--- src/rtl/fifo_read_ctrl.sv ---
// fifo_read_ctrl: read side of the dual-clock FIFO.
// Syncs the write Gray pointer, owns read pointers, FWFT output reg.
module fifo_read_ctrl #(
  parameter int DEPTH      = 16,
  parameter int DATA_WIDTH = 8,
  parameter int PTR_WIDTH  = 4,
  parameter int AE_THRESH  = 2
) (
  input  logic                  rclk,
  input  logic                  rrst,
  input  logic [PTR_WIDTH:0]    g_wptr,
  input  logic [DATA_WIDTH-1:0] mem_data,
  input  logic                  out_ready,
  output logic [PTR_WIDTH:0]    b_rptr,
  output logic [PTR_WIDTH:0]    g_rptr,
  output logic [DATA_WIDTH-1:0] out_data,
  output logic                  out_valid,
  output logic                  empty,
  output logic                  almost_empty,
  output logic [PTR_WIDTH:0]    fill
);

  localparam int PW = PTR_WIDTH + 1;
  localparam logic [PW-1:0] AE  = PW'(AE_THRESH);
  localparam logic [PW-1:0] ONE = PW'(1);

  if (DEPTH != (1 << PTR_WIDTH)) begin : g_bad_depth
    $error("DEPTH must equal 2**PTR_WIDTH");
  end

  logic [PW-1:0] s1;
  logic [PW-1:0] g_wptr_s;
  logic [PW-1:0] b_wptr_s;
  logic [PW-1:0] b_rptr_nx;
  logic          pop;

  function automatic logic [PW-1:0] gray2bin(
    input logic [PW-1:0] g
  );
    logic [PW-1:0] b;
    b[PW-1] = g[PW-1];
    for (int i = PW - 2; i >= 0; i--)
      b[i] = b[i+1] ^ g[i];
    return b;
  endfunction

  function automatic logic [PW-1:0] bin2gray(
    input logic [PW-1:0] b
  );
    return b ^ (b >> 1);
  endfunction

  // two-flop synchronizer, nothing ahead of the second stage
  always_ff @(posedge rclk or posedge rrst) begin
    if (rrst) begin
      s1       <= '0;
      g_wptr_s <= '0;
    end else begin
      s1       <= g_wptr;
      g_wptr_s <= s1;
    end
  end

  // status and fetch decision from registered state only
  always_comb begin
    b_wptr_s     = gray2bin(g_wptr_s);
    fill         = b_wptr_s - b_rptr;
    empty        = (g_rptr == g_wptr_s);
    almost_empty = (fill <= AE);
    pop          = !empty && (!out_valid || out_ready);
    b_rptr_nx    = b_rptr + ONE;
  end

  // fetch into the output reg on pop, drop valid when drained
  always_ff @(posedge rclk or posedge rrst) begin
    if (rrst) begin
      b_rptr    <= '0;
      g_rptr    <= '0;
      out_data  <= '0;
      out_valid <= 1'b0;
    end else if (pop) begin
      out_data  <= mem_data;
      out_valid <= 1'b1;
      b_rptr    <= b_rptr_nx;
      g_rptr    <= bin2gray(b_rptr_nx);
    end else if (out_valid && out_ready) begin
      out_valid <= 1'b0;
    end
  end

endmodule

--- config.mk ---
export PLATFORM = sky130hd
export DESIGN_NAME = fifo_read_ctrl
export DESIGN_NICKNAME = d
export VERILOG_FILES = /design/src/rtl/fifo_read_ctrl.sv
export SDC_FILE = /design/constraint.sdc
export NUM_CORES = 1
export LEC_CHECK = 0
export BUFFER_PORTS_ARGS = -buffer_cell sky130_fd_sc_hd__clkbuf_2
export CORE_UTILIZATION = 54
export DETAILED_ROUTE_END_ITERATION = 6
export MAX_ROUTING_LAYER = met4
export PLACE_DENSITY = 0.81
export RECOVER_POWER = 50
export SYNTH_ARGS = -nofsm -noshare
export SYNTH_HDL_FRONTEND = slang
export SYNTH_SLANG_ARGS = --single-unit
--- constraint.sdc ---
create_clock -name rclk -period 7.06 [get_ports rclk]
set_input_delay 0.706 -clock rclk [delete_from_list [all_inputs] [get_ports rclk]]
set_output_delay 0.706 -clock rclk [all_outputs]
set_load 0.01 [all_outputs]
## After elaboration in Yosys (flattened, before gate mapping)

Cells that the tools add are included.

- Input port bits: 16
- Flip-flop bits (word level): 29
- Logic and storage cells: 23

- $add $sub $neg: 2
- Reductions and logical operators: 6
- Eq/ne operators: 1
- Magnitude comparators: 1
- Bitwise logic cells: 5
- Multiplexer cells: 2

Operators with widths:

| cell | number |
|---|---|
| $add 5x1->5 const B | 1 |
| $eq 5x5->1 | 1 |
| $le 5x2->1 const B | 1 |
| $sub 5x5->5 | 1 |
| $xor 5x4->5 | 1 |
| $xor 1x1->1 | 4 |
| $logic_and 1x1->1 | 2 |
| $logic_not 1->1 | 2 |
| $mux 1 | 2 |
| $reduce_bool 2->1 | 1 |
| $logic_or 1x1->1 | 1 |

## Longest topological paths before layout

Gate-level depths: netlist of run 1.

- Depth in word-level cells: 6
- Gate-level depth with buffers: 11
- Mapped depth without buffers: 11

## Worst setup path after synthesis of run 1

OpenSTA, ideal clock, no wires.

- Path type: reg-to-output
- Start point: register g_wptr_s[4]
- End point: output port almost_empty
- Data arrival time: 3.005 ns
- Slack: 3.349 ns
- Buffers on the path: 0
- Cell stages (with the launch flop): 12
- Path through: dfrtp_1 xor2_1 xor2_1 xor2_1 xnor2_1 ha_1 inv_1 fa_1 a21o_1 a21oi_1 xnor2_1 a2111oi_0

- Cells in the longest elaborated chain, start to end: 6

Ends and longest elaborated chain:

| what | RTL line | text |
|---|---|---|
| from (decl) | 32 | `logic [PW-1:0] g_wptr_s;` |
| from (signal assigned) | 57 | `g_wptr_s <= '0;` |
| from (signal assigned) | 60 | `g_wptr_s <= s1;` |
| $xor 1x1->1 (4 in a row) | 43 | `b[i] = b[i+1] ^ g[i];` |
| $sub 5x5->5 * | 67 | `fill = b_wptr_s - b_rptr;` |
| named net fill[4] | 20 | `output logic [PTR_WIDTH:0] fill` |
| $le 5x2->1 * | 69 | `almost_empty = (fill <= AE);` |
| to (decl) | 19 | `output logic almost_empty,` |

Mark *: on every way through the listed nets, which the timed path passes. The rest lies on a longest branch.

## Final worst setup path of run 1

- Start point: register g_wptr_s[4]
- End point: output port almost_empty

- Cells in the longest elaborated chain, start to end: 6

Ends and longest elaborated chain:

| what | RTL line |
|---|---|
| $xor 1x1->1 (4 in a row) | 43 |
| $sub 5x5->5 * | 67 |
| $le 5x2->1 * | 69 |

Mark *: on every way between the ends. The rest lies on a longest branch, timed or not.

==> results of run 1 <==
-- routing by layer --
layer / routed length, um / up-vias
met3: 97 / 2
li1: - / 432
met5: 0 / -
met2: 1222 / 26
met4: 20 / 0
met1: 1007 / 431
-- worst paths after layout --
kind	cells after the start	endpoint
worst max-delay path	12	almost_empty
worst min-delay path	0	g_wptr_s[3]$_DFF_PP0_
worst max register to register	4	g_rptr[2]$_DFFE_PP0P_
worst min register to register	0	g_wptr_s[3]$_DFF_PP0_
max in group asynchronous	2	g_rptr[2]$_DFFE_PP0P_
min in group asynchronous	2	b_rptr[0]$_DFFE_PP0P_
-- power by group through the flow --
stage	Clock, mW	Sequential (mW)	Combinational [mW]
after global placement	0	0.255	0.379
after CTS	0.0634	0.254	0.399
final	0.0621	0.254	0.397
after global routing	0.0696	0.259	0.434
after detailed placement	0	0.257	0.396
after floorplan	0	0.261	0.273
-- cell families after synthesis --
| logic type | Yosys count |
|---|---|
| xor+xnor | 21 |
| fa+ha+maj | 6 |
| mux | 13 |
| simple gates | 14 |
| compound gates | 11 |
| buf+inv | 11 |
| flops | 28 |
-- Yosys cell counts (all sizes together) --
cell | instances | area share
dfrtp | 28 | 0.51
mux2 | 13 | 0.13
xnor2 | 13 | 0.083
inv | 8 | 0.022
xor2 | 8 | 0.051
ha | 5 | 0.046
nand2 | 3 | 0.0082
a21oi | 2 | 0.016
buf | 2 | 0.014
nand4 | 2 | 0.0092
nor2b | 2 | 0.0092
o211ai | 2 | 0.011
a2111oi | 1 | 0.0064
a211oi | 1 | 0.0055
a21boi | 1 | 0.0055
a21o | 1 | 0.0055
and2 | 1 | 0.0046
and3 | 1 | 0.0046
and4 | 1 | 0.0073
clkbuf | 1 | 0.0027
fa | 1 | 0.015
nand2b | 1 | 0.0046
nand3 | 1 | 0.0037
nor2 | 1 | 0.0027
o21a | 1 | 0.0055
o21ai | 1 | 0.0037
o22ai | 1 | 0.0046
or3 | 1 | 0.0046
-- per-stage QoR --
stage	power (mW)	util	cells	hold slack, ns	cell area (um^2)
6_report	0.7129	0.6993	173	0.3629	1607
3_3_place_gp	0.6338	0.6895	170	0.3315	1584
3_5_place_dp	0.6528	0.6895	170	0.3347	1584
4_1_cts	0.7157	0.6993	173	0.3651	1607
5_1_grt	0.7630	0.6993	173	0.3792	1607
2_1_floorplan	0.5342	-	104	0.3312	1366
-- flip-flops by register name, indices dropped and copies added, names as in the netlist --
name and flops:
s1 5, out_data 8, b_rptr 5, g_rptr 4, out_valid 1, g_wptr_s 5
-- area by class of cell --
| cell class | instances | area, um^2 | area share |
|---|---|---|---|
| tap | 28 | 35.03 | 0.02181 |
| clock buffer | 3 | 22.52 | 0.01402 |
| timing repair buffer | 41 | 205.2 | 0.1277 |
| inverter | 8 | 30.03 | 0.01869 |
| sequential | 28 | 700.7 | 0.4361 |
| multi-input combinational | 65 | 613.1 | 0.3816 |
==> reports/qor.txt, run 1 <==
Fill cell count - 178
Leakage power total - 0.7956 nW
Initial antenna violation count - 0
Slew headroom - 0.3167
Combinational Power Share - 0.557
DRT antenna net count - 0
Starting Density - 0.5948
Syn Area/Cell - 13.14 um^2
Routed vias - 891
CTS Sinks - 28
Vias in the first global route - 878
CTS root buf - clkbuf_4
YS warnings - 0
Die X - 52.30 um
GRT Residual Overflow - 0
Sw power - 0.2908 mW
Worst hold start - s1[3]$_DFF_PP0_
CTS Buf Count - 3
Max VDD drop - 0.2745 mV
WL final - 2.348 mm
Met3 Track Usage GR - 0.03768
Hpwl dp - 1.838 mm
# resized after CTS - 0
Die ar. - 2735 um^2
Clk pwr share - 0.087
Max-cap violations - 0
IO Port Bufs - 41
Area grow syn2layout - 17.58%
Row Count - 17
CP max FO - 3
I/O Pins - 42
Post-synthesis compound-gate area fraction - 0.06319
R2R setup slack - 5.12 ns
Final setup viols - 0
Status - finished clean
Final Hold Violating Endpoints - 0
Clock transition at the registers of the reported paths - 0.13 ns
Launch point of the worst reg-to-reg path - b_rptr[4]$_DFFE_PP0P_
Clk_lat worst skew - 0.32 ns
Clock Path Buffers - 2
Drt pass-1 iters - 4
Vias per cell - 5.150
Switch share - 0.4079
# DRC - 0
Reg power frac - 0.356
Crit path largest cell delay - 0.42 ns
First-pass GRT wire length - 3.746 mm
Fin. max-slew vios - 0
CTS tree - done
Total GRT Usage - 0.1996
Cell family with most CP delay - XOR/XNOR gates
Initial drt markers - 16
Min cycle time layout - 4.117 ns
Crit path buffers/inverters - 2
Adder-Cell Fraction of Synth Area - 0.06044
PD cells - 443.7 nW/um^2
Most frequent cells in the layout - clkbuf_2, dfrtp_1, xnor2_1
CP startpoint - g_wptr_s[4]$_DFF_PP0_
Netlist Area Pre-Place - 1366 um^2
GP Congestion - 0.8785
Worst Path Required - 6.35 ns
Register area share after synthesis - 0.5128
Period utilization - 0.5832
Clock skew after layout - 0.009971 ns
Global route hottest layer - met2
Multiplexer area fraction after synthesis - 0.1319
Actual slew at the worst max-slew pin - 1.024 ns
Int Pwr - 0.4221 mW
RSZ-0062 raised after global routing - no
Combinational family with the most area after synthesis - XOR/XNOR gates
Setup TNS - 0 ns
Met2 global-route usage - 0.3354
Core area - 2297 um^2
Largest net degree at the start of global routing - 29
Setup WS pre-CTS - 3.285 ns
Post-synthesis cell type count - 32
Critical path class - reg2out
DR WL/cell - 13.57 um
XOR/XNOR Fraction of Synth Area - 0.1346
Syn_nets - 126
Final WS setup - 2.943 ns
Most common library cell in the layout ignoring fill and taps - clkbuf_2
Worst Setup Start Kind - flip-flop
Postcts setup bufs - 0
Crit path cell chain - xor2_1, xor2_1, xor2_1, xnor2_1, ha_1, inv_1, fa_1, a21o_1, a21oi_1, xnor2_1, a2111oi_0, clkbuf_2
Critical path arrival - 3.41 ns
Crit end category - output pin
Simple-gate area share of the yosys netlist - 0.05861
Hold Buf Count CTS - 0
Max Clock Freq - 242.9 MHz
Cell count after synthesis - 104
Critical-path top delay cell - dfrtp_1
Antenna diodes - 0
Final #Nets - 169
H-tree depth - 1
Hold Path Class - reg2reg
Synth Register Bits - 28
Fraction of layout cells with a size suffix above 1 - 0.4138
GR met1 Demand/Resource - 0.2395
DIE HEIGHT - 52.30 um
Most frequent CP cell - xor2_1
(Power assumes the default switching activity.)
==> run 2, diff against run 1 <==
--- a/config.mk
+++ b/config.mk
@@ -5,11 +5,12 @@
 export SDC_FILE = /design/constraint.sdc
 export NUM_CORES = 1
 export LEC_CHECK = 0
+export ABC_AREA = 1
 export BUFFER_PORTS_ARGS = -buffer_cell sky130_fd_sc_hd__clkbuf_2
-export CORE_UTILIZATION = 54
+export CORE_UTILIZATION = 51
 export DETAILED_ROUTE_END_ITERATION = 6
 export MAX_ROUTING_LAYER = met4
-export PLACE_DENSITY = 0.81
+export PLACE_DENSITY = 0.77
 export RECOVER_POWER = 50
 export SYNTH_ARGS = -nofsm -noshare
 export SYNTH_HDL_FRONTEND = slang
==> constraint.sdc (replaced) <==
create_clock -name rclk -period 3.98 [get_ports rclk]
set_input_delay 0.398 -clock rclk [delete_from_list [all_inputs] [get_ports rclk]]
set_output_delay 0.398 -clock rclk [all_outputs]
set_load 0.01 [all_outputs]
==> run 2 against run 1 <==
Compared with the run above:
- total power grew 68%
- setup slack got worse by 2.0 ns
- first-iteration DRC count grew to 3.7 times the previous value
- combinational power up 44%
- sequential power is 71% higher
- largest cell class unchanged
- synthesized area rose by 6.7%
- wire length rose by 13%
- final cell count grew 46%
- via count up 43%
- register-to-register slack worse by 2.8 ns
- largest power group unchanged
==> reports/qor.txt, run 2 <==
CTS root buf - clkbuf_4 (unchanged)
CTS Sinks - 28 (unchanged)
Final Util - 0.6284 (was 0.6993)
Setup WS pre-CTS - 1.268 ns (was 3.285 ns)
Final setup viols - 0 (unchanged)
# DRC - 0 (unchanged)
Max VDD drop - 0.4604 mV (was 0.2745 mV)
Synth Register Bits - 28 (unchanged)
Status - finished clean (unchanged)
Synth Flop Type - dfrtp_1 (unchanged)
Clk_lat worst skew - 0.33 ns (was 0.32 ns)
# resized after CTS - 0 (unchanged)
Initial antenna violation count - 0 (unchanged)
Largest cells by area after synthesis - dfrtp_1, nand2_1, nand3_1 (was dfrtp_1, mux2_4, xnor2_1)
Fin. max-slew vios - 0 (unchanged)
Period utilization - 0.7751
Post-synthesis cell type count - 21 (was 32)
Final WS setup - 0.8952 ns (was 2.943 ns)
R2R setup slack - 2.35 ns (was 5.12 ns)
Most frequent cells in the layout - nand2_1, clkbuf_2, nand3_1 (was clkbuf_2, dfrtp_1, xnor2_1)
Ys async rst share - 1.000 (unchanged)
Largest Register - out_data (unchanged)
Crit path cell chain - or2_2, nand3_1, nand2_1, nand2_1, nand3_1, nand2_1, ha_1, inv_1, fa_1, xor2_1, a21oi_1, nand3_1, nor2_1, clkbuf_2 (was xor2_1, xor2_1, xor2_1, xnor2_1, ha_1, inv_1, fa_1, a21o_1, a21oi_1, xnor2_1, a2111oi_0, clkbuf_2)
Max-cap violations - 0 (unchanged)
Critical-path top delay cell - dfrtp_1 (unchanged)
Postcts setup bufs - 0 (unchanged)
WL final - 2.645 mm (was 2.348 mm)
Worst Path Required - 3.58 ns (was 6.35 ns)
Routed vias - 1,270 (was 891)
Initial drt markers - 59 (was 16)
Post-route cell area - 1718 um^2 (was 1607 um^2)
Area grow syn2layout - 17.85% (was 17.58%)
Antenna diodes - 0 (unchanged)
Fraction of layout cells with a size suffix above 1 - 0.2117 (was 0.4138)
Die X - 55.46 um (was 52.30 um)
Netlist Area Pre-Place - 1458 um^2 (was 1366 um^2)
Setup TNS - 0 ns (unchanged)
Register area share after synthesis - 0.4807 (was 0.5128)
Power, Total - 1.195 mW (was 0.7129 mW)
Clock transition at the registers of the reported paths - 0.15 ns (was 0.13 ns)
First-pass GRT wire length - 4.899 mm (was 3.746 mm)
DRT antenna net count - 0 (unchanged)
CTS tree - done (unchanged)
Crit path buffers/inverters - 2 (unchanged)
Total GRT Usage - 0.2032 (was 0.1996)
Most frequent cell after synthesis - nand2_1 (was dfrtp_1)
Area share of the largest cell type after synthesis - 0.4807 (was 0.5128)
Starting Density - 0.5332 (was 0.5948)
Clock skew after layout - 0.007503 ns (was 0.009971 ns)
Drt pass-1 iters - 7 (was 4)
H-tree depth - 1 (unchanged)
Slew headroom - 0.3382 (was 0.3167)
Worst Setup Start Kind - flip-flop (unchanged)
IO Port Bufs - 41 (unchanged)
YS warnings - 0 (unchanged)
Crit path largest cell delay - 0.42 ns (about the same)
I/O Pins - 42 (unchanged)
Vias in the first global route - 1,169 (was 878)
Yosys top cell by area - dfrtp_1 (unchanged)
Cell count after synthesis - 182 (was 104)
PD cells - 695.7 nW/um^2 (was 443.7 nW/um^2)
Final #Nets - 245 (was 169)
Die ar. - 3076 um^2 (was 2735 um^2)
Synth cell count leaders - nand2_1, nand3_1, dfrtp_1 (was dfrtp_1, xnor2_1, mux2_4)
Leakage power total - 0.9978 nW (was 0.7956 nW)
EDFF count, synth - 0 (unchanged)
GRT Residual Overflow - 0 (unchanged)
Syn_nets - 204 (was 126)
Max Clock Freq - 324.2 MHz
GP Congestion - 0.7755 (was 0.8785)
Row Count - 19 (was 17)
Critical path arrival - 2.69 ns (was 3.41 ns)
Most common library cell in the layout ignoring fill and taps - nand2_1 (was clkbuf_2)
Crit end category - output pin (unchanged)
Cell family with most CP delay - simple AND/OR/NAND/NOR gates (was XOR/XNOR gates)
DIE HEIGHT - 55.46 um (was 52.30 um)
Min cycle time layout - 3.085 ns
DR WL/cell - 10.45 um (was 13.57 um)
Syn Area/Cell - 8.009 um^2 (was 13.14 um^2)
RSZ-0062 raised after global routing - no (unchanged)
Largest register FFs - 8 (unchanged)
CP max FO - 3 (unchanged)
Largest net degree at the start of global routing - 29 (unchanged)
Clock Path Buffers - 2 (unchanged)
Hold Path Class - in2reg (was reg2reg)
Vias per cell - 5.020 (was 5.150)
Hpwl dp - 2.009 mm (was 1.838 mm)
Actual slew at the worst max-slew pin - 0.9915 ns (was 1.024 ns)
Placed inst area - 1669 um^2 (was 1584 um^2)
Core area - 2734 um^2 (was 2297 um^2)
CTS Buf Count - 3 (unchanged)
Final Hold Violating Endpoints - 0 (unchanged)
Hold Buf Count CTS - 0 (unchanged)
Critical path class - reg2out (unchanged)
run 2: metrics by stage:
stage	hold WS, ns	cells
after floorplan	0.3312	182
after global placement	0.3327	249
after detailed placement	0.3347	249
after CTS	0.1553	253
after global routing	0.1347	253
final	0.1620	253
run 2: worst register-to-register path: cells and delay by family, from the launching register on:
| family | cells | cell delay, ns |
|---|---|---|
| DFF | 1 | 0.50 |
| and+or+nand+nor | 4 | 0.68 |
| xor gates and xnor gates | 1 | 0.40 |
run 2: power breakdown:
group / internal [mW] / switching [mW]
clock network: 0.102 / 0.0846
registers: 0.349 / 0.0864
logic: 0.238 / 0.335
total: 0.689 / 0.506
run 2: worst paths after layout:
path	to	cells past startpoint	start
worst max register to register	g_rptr[2]$_DFFE_PP0P_	5	b_rptr[4]$_DFFE_PP0P_
max in group asynchronous	s1[1]$_DFF_PP0_	2	rrst
worst max-delay path	almost_empty	14	g_wptr_s[4]$_DFF_PP0_
worst min register to register	g_wptr_s[1]$_DFF_PP0_	0	s1[1]$_DFF_PP0_
min in group asynchronous	b_rptr[2]$_DFFE_PP0P_	2	rrst
worst min-delay path	s1[3]$_DFF_PP0_	1	g_wptr[3]
run 2: cell families (layout without fill, tap and decap cells):
family,Yosys count,after routing,synth area share
AND/OR/NAND/NOR,113,113,0.3408
flip-flops,28,28,0.4807
buffers and inverters,26,66,0.07639
adder cells (fa/ha/maj),6,6,0.05665
XOR/XNOR,5,5,0.03005
AO/OA/AOI/OAI,4,4,0.01545
run 2: cell type report:
class / count / area (um^2)
Timing Repair Buffer: 41 / 201.4
Sequential cell: 28 / 700.7
Fill cell: 236 / 1016
Clock buffer: 3 / 22.52
Clock inverter: 1 / 30.03
Multi-Input combinational cell: 128 / 645.6
Inverter: 21 / 78.83
Tap cell: 31 / 38.79
run 2: per-layer routing:
| metal | GRT usage | routed length (um) | up-vias |
|---|---|---|---|
| met5 | - | 0 | - |
| met4 | 0.06429 | 21 | 0 |
| met3 | 0.03044 | 118 | 4 |
| met2 | 0.3253 | 1243 | 46 |
| met1 | 0.2689 | 1261 | 569 |
| li1 | - | - | 651 |
==> run 3, diff against run 2 <==
==> constraint.sdc (replaced) <==
create_clock -name rclk -period 3.2 [get_ports rclk]
set_input_delay 0.32 -clock rclk [delete_from_list [all_inputs] [get_ports rclk]]
set_output_delay 0.32 -clock rclk [all_outputs]
set_load 0.01 [all_outputs]
==> run 3 against run 2 <==
Compared with the run above:
- setup slack got worse by 0.67 ns
- register-to-register slack worse by 0.79 ns
- largest cell class unchanged
- clock power increased by 22%
==> reports/qor.txt, run 3 (same netlist as run 2, synthesis figures left out) <==
Status - finished clean (unchanged)
Final Util - 0.6343 (was 0.6284)
Period utilization - 0.9308
Drt pass-1 iters - 6 (was 7)
CTS Sinks - 28 (unchanged)
Setup WS pre-CTS - 0.5564 ns (was 1.268 ns)
Largest net degree at the start of global routing - 29 (unchanged)
Clock skew after layout - 0.006928 ns (was 0.007503 ns)
Min cycle time layout - 2.979 ns
Largest Register - out_data (unchanged)
Clock transition at the registers of the reported paths - 0.14 ns (was 0.15 ns)
First-pass GRT wire length - 4.961 mm (was 4.899 mm)
Final #Nets - 245 (unchanged)
GRT Residual Overflow - 0 (unchanged)
Hpwl dp - 2.004 mm (was 2.009 mm)
Worst Setup Start Kind - flip-flop (unchanged)
Fill cell count - 249 (was 236)
Placed inst area - 1669 um^2 (unchanged)
Switch share - 0.4240 (was 0.4234)
Row Count - 19 (unchanged)
GP Congestion - 0.7756 (was 0.7755)
CTS tree - done (unchanged)
Vias per cell - 5.079 (was 5.020)
H-tree depth - 1 (unchanged)
Die X - 55.46 um (unchanged)
Max-cap violations - 0 (unchanged)
Final WS setup - 0.2214 ns (was 0.8952 ns)
Sw power - 0.6359 mW (was 0.5060 mW)
# resized after CTS - 0 (unchanged)
CTS root buf - clkbuf_4 (unchanged)
Largest register FFs - 8 (unchanged)
Vias in the first global route - 1,229 (was 1,169)
Max VDD drop - 0.6396 mV (was 0.4604 mV)
Initial antenna violation count - 0 (unchanged)
Max Clock Freq - 335.7 MHz
Cells after DPL - 249 (unchanged)
Antenna diodes - 0 (unchanged)
Int Pwr - 0.8639 mW (was 0.6892 mW)
Critical path class - reg2out (unchanged)
Clk pwr share - 0.153 (was 0.156)
Post-route cell area - 1734 um^2 (was 1718 um^2)
Routed vias - 1,285 (was 1,270)
Critical path arrival - 2.66 ns (was 2.69 ns)
Total GRT Usage - 0.2068 (was 0.2032)
DIE HEIGHT - 55.46 um (unchanged)
PD cells - 864.8 nW/um^2 (was 695.7 nW/um^2)
Final Hold Violating Endpoints - 0 (unchanged)
WL final - 2.731 mm (was 2.645 mm)
Power, Total - 1.500 mW (was 1.195 mW)
Clock Path Buffers - 2 (unchanged)
Core area - 2734 um^2 (unchanged)
Worst Path Required - 2.88 ns (was 3.58 ns)
Most frequent cells in the layout - nand2_1, clkbuf_2, nand3_1, dfrtp_1, inv_1 (was nand2_1, clkbuf_2, nand3_1)
Post-Route Hold Slack - 0.08621 ns (was 0.1620 ns)
Die ar. - 3076 um^2 (unchanged)
Hold Path Class - in2reg (unchanged)
Reg power frac - 0.362 (was 0.364)
Final non-filler cell total - 253 (unchanged)
Final setup viols - 0 (unchanged)
Clk_lat worst skew - 0.33 ns (about the same)
DR WL/cell - 10.79 um (was 10.45 um)
Actual slew at the worst max-slew pin - 0.9944 ns (was 0.9915 ns)
# DRC - 0 (unchanged)
CTS Buf Count - 3 (unchanged)
Setup TNS - 0 ns (unchanged)
IO Port Bufs - 41 (unchanged)
Postcts setup bufs - 0 (unchanged)
Most common library cell in the layout ignoring fill and taps - nand2_1 (unchanged)
Area grow syn2layout - 18.97% (was 17.85%)
Combinational Power Share - 0.486 (was 0.480)
Fin. max-slew vios - 0 (unchanged)
Hold Buf Count CTS - 0 (unchanged)
CP max FO - 3 (unchanged)
I/O Pins - 42 (unchanged)
Leakage power total - 0.9999 nW (was 0.9978 nW)
DRT antenna net count - 0 (unchanged)
Fraction of layout cells with a size suffix above 1 - 0.2342 (was 0.2117)
Starting Density - 0.5332 (unchanged)
Crit end category - output pin (unchanged)
Initial drt markers - 68 (was 59)
Slew headroom - 0.3363 (was 0.3382)
-- run 3: final timing paths --
check / startpoint / to / slack (ns) / cells after the start
worst max-delay path: g_wptr_s[4]$_DFF_PP0_ / almost_empty / 0.22 / 14
worst min-delay path: g_wptr[4] / s1[4]$_DFF_PP0_ / 0.09 / 1
worst max register to register: b_rptr[4]$_DFFE_PP0P_ / g_rptr[2]$_DFFE_PP0P_ / 1.56 / 5
worst min register to register: s1[1]$_DFF_PP0_ / g_wptr_s[1]$_DFF_PP0_ / 0.37 / 0
max in group asynchronous: rrst / g_rptr[1]$_DFFE_PP0P_ / 2.42 / 2
min in group asynchronous: rrst / out_valid$_DFFE_PP0P_ / 0.18 / 2
-- run 3: cell type report --
| type | instances | area (um^2) | area share |
|---|---|---|---|
| multi-input cells | 128 | 661.9 | 0.3817 |
| well taps | 31 | 38.79 | 0.02237 |
| flip-flops and latches | 28 | 700.7 | 0.4040 |
| clock buffers | 3 | 22.52 | 0.01299 |
| repair buffers | 41 | 201.4 | 0.1162 |
| clock inverters | 1 | 30.03 | 0.01732 |
| inverters | 21 | 78.83 | 0.04545 |
-- run 3: power groups by stage --
stage	clock [mW]	sequential (mW)	combinational (mW)
after floorplan	0	0.551	0.500
after global placement	0	0.547	0.707
after detailed placement	0	0.549	0.723
after CTS	0.236	0.543	0.725
after global routing	0.250	0.558	0.840
final	0.229	0.543	0.728
-- run 3: critical path: stages, from the launching register on --
cell,delay (ns)
dfrtp_1,0.42
or2_2,0.32
nand2_1,0.10
nand2_2,0.08
nand2_2,0.08
nand2_1,0.07
nand3_1,0.07
nand2_1,0.05
ha_1,0.16
inv_1,0.08
fa_2,0.45
a21oi_2,0.14
nand3_1,0.07
nor2_1,0.09
clkbuf_2,0.13
-- run 3: metal layers --
| layer | routed length [um] | part of all wire | up-vias | global-route usage |
|---|---|---|---|---|
| met3 | 133 | 0.049 | 6 | 0.03513 |
| li1 | - | - | 651 | - |
| met4 | 53 | 0.019 | 0 | 0.1071 |
| met5 | 0 | 0 | - | - |
| met1 | 1237 | 0.45 | 591 | 0.2559 |
| met2 | 1307 | 0.48 | 37 | 0.3270 |
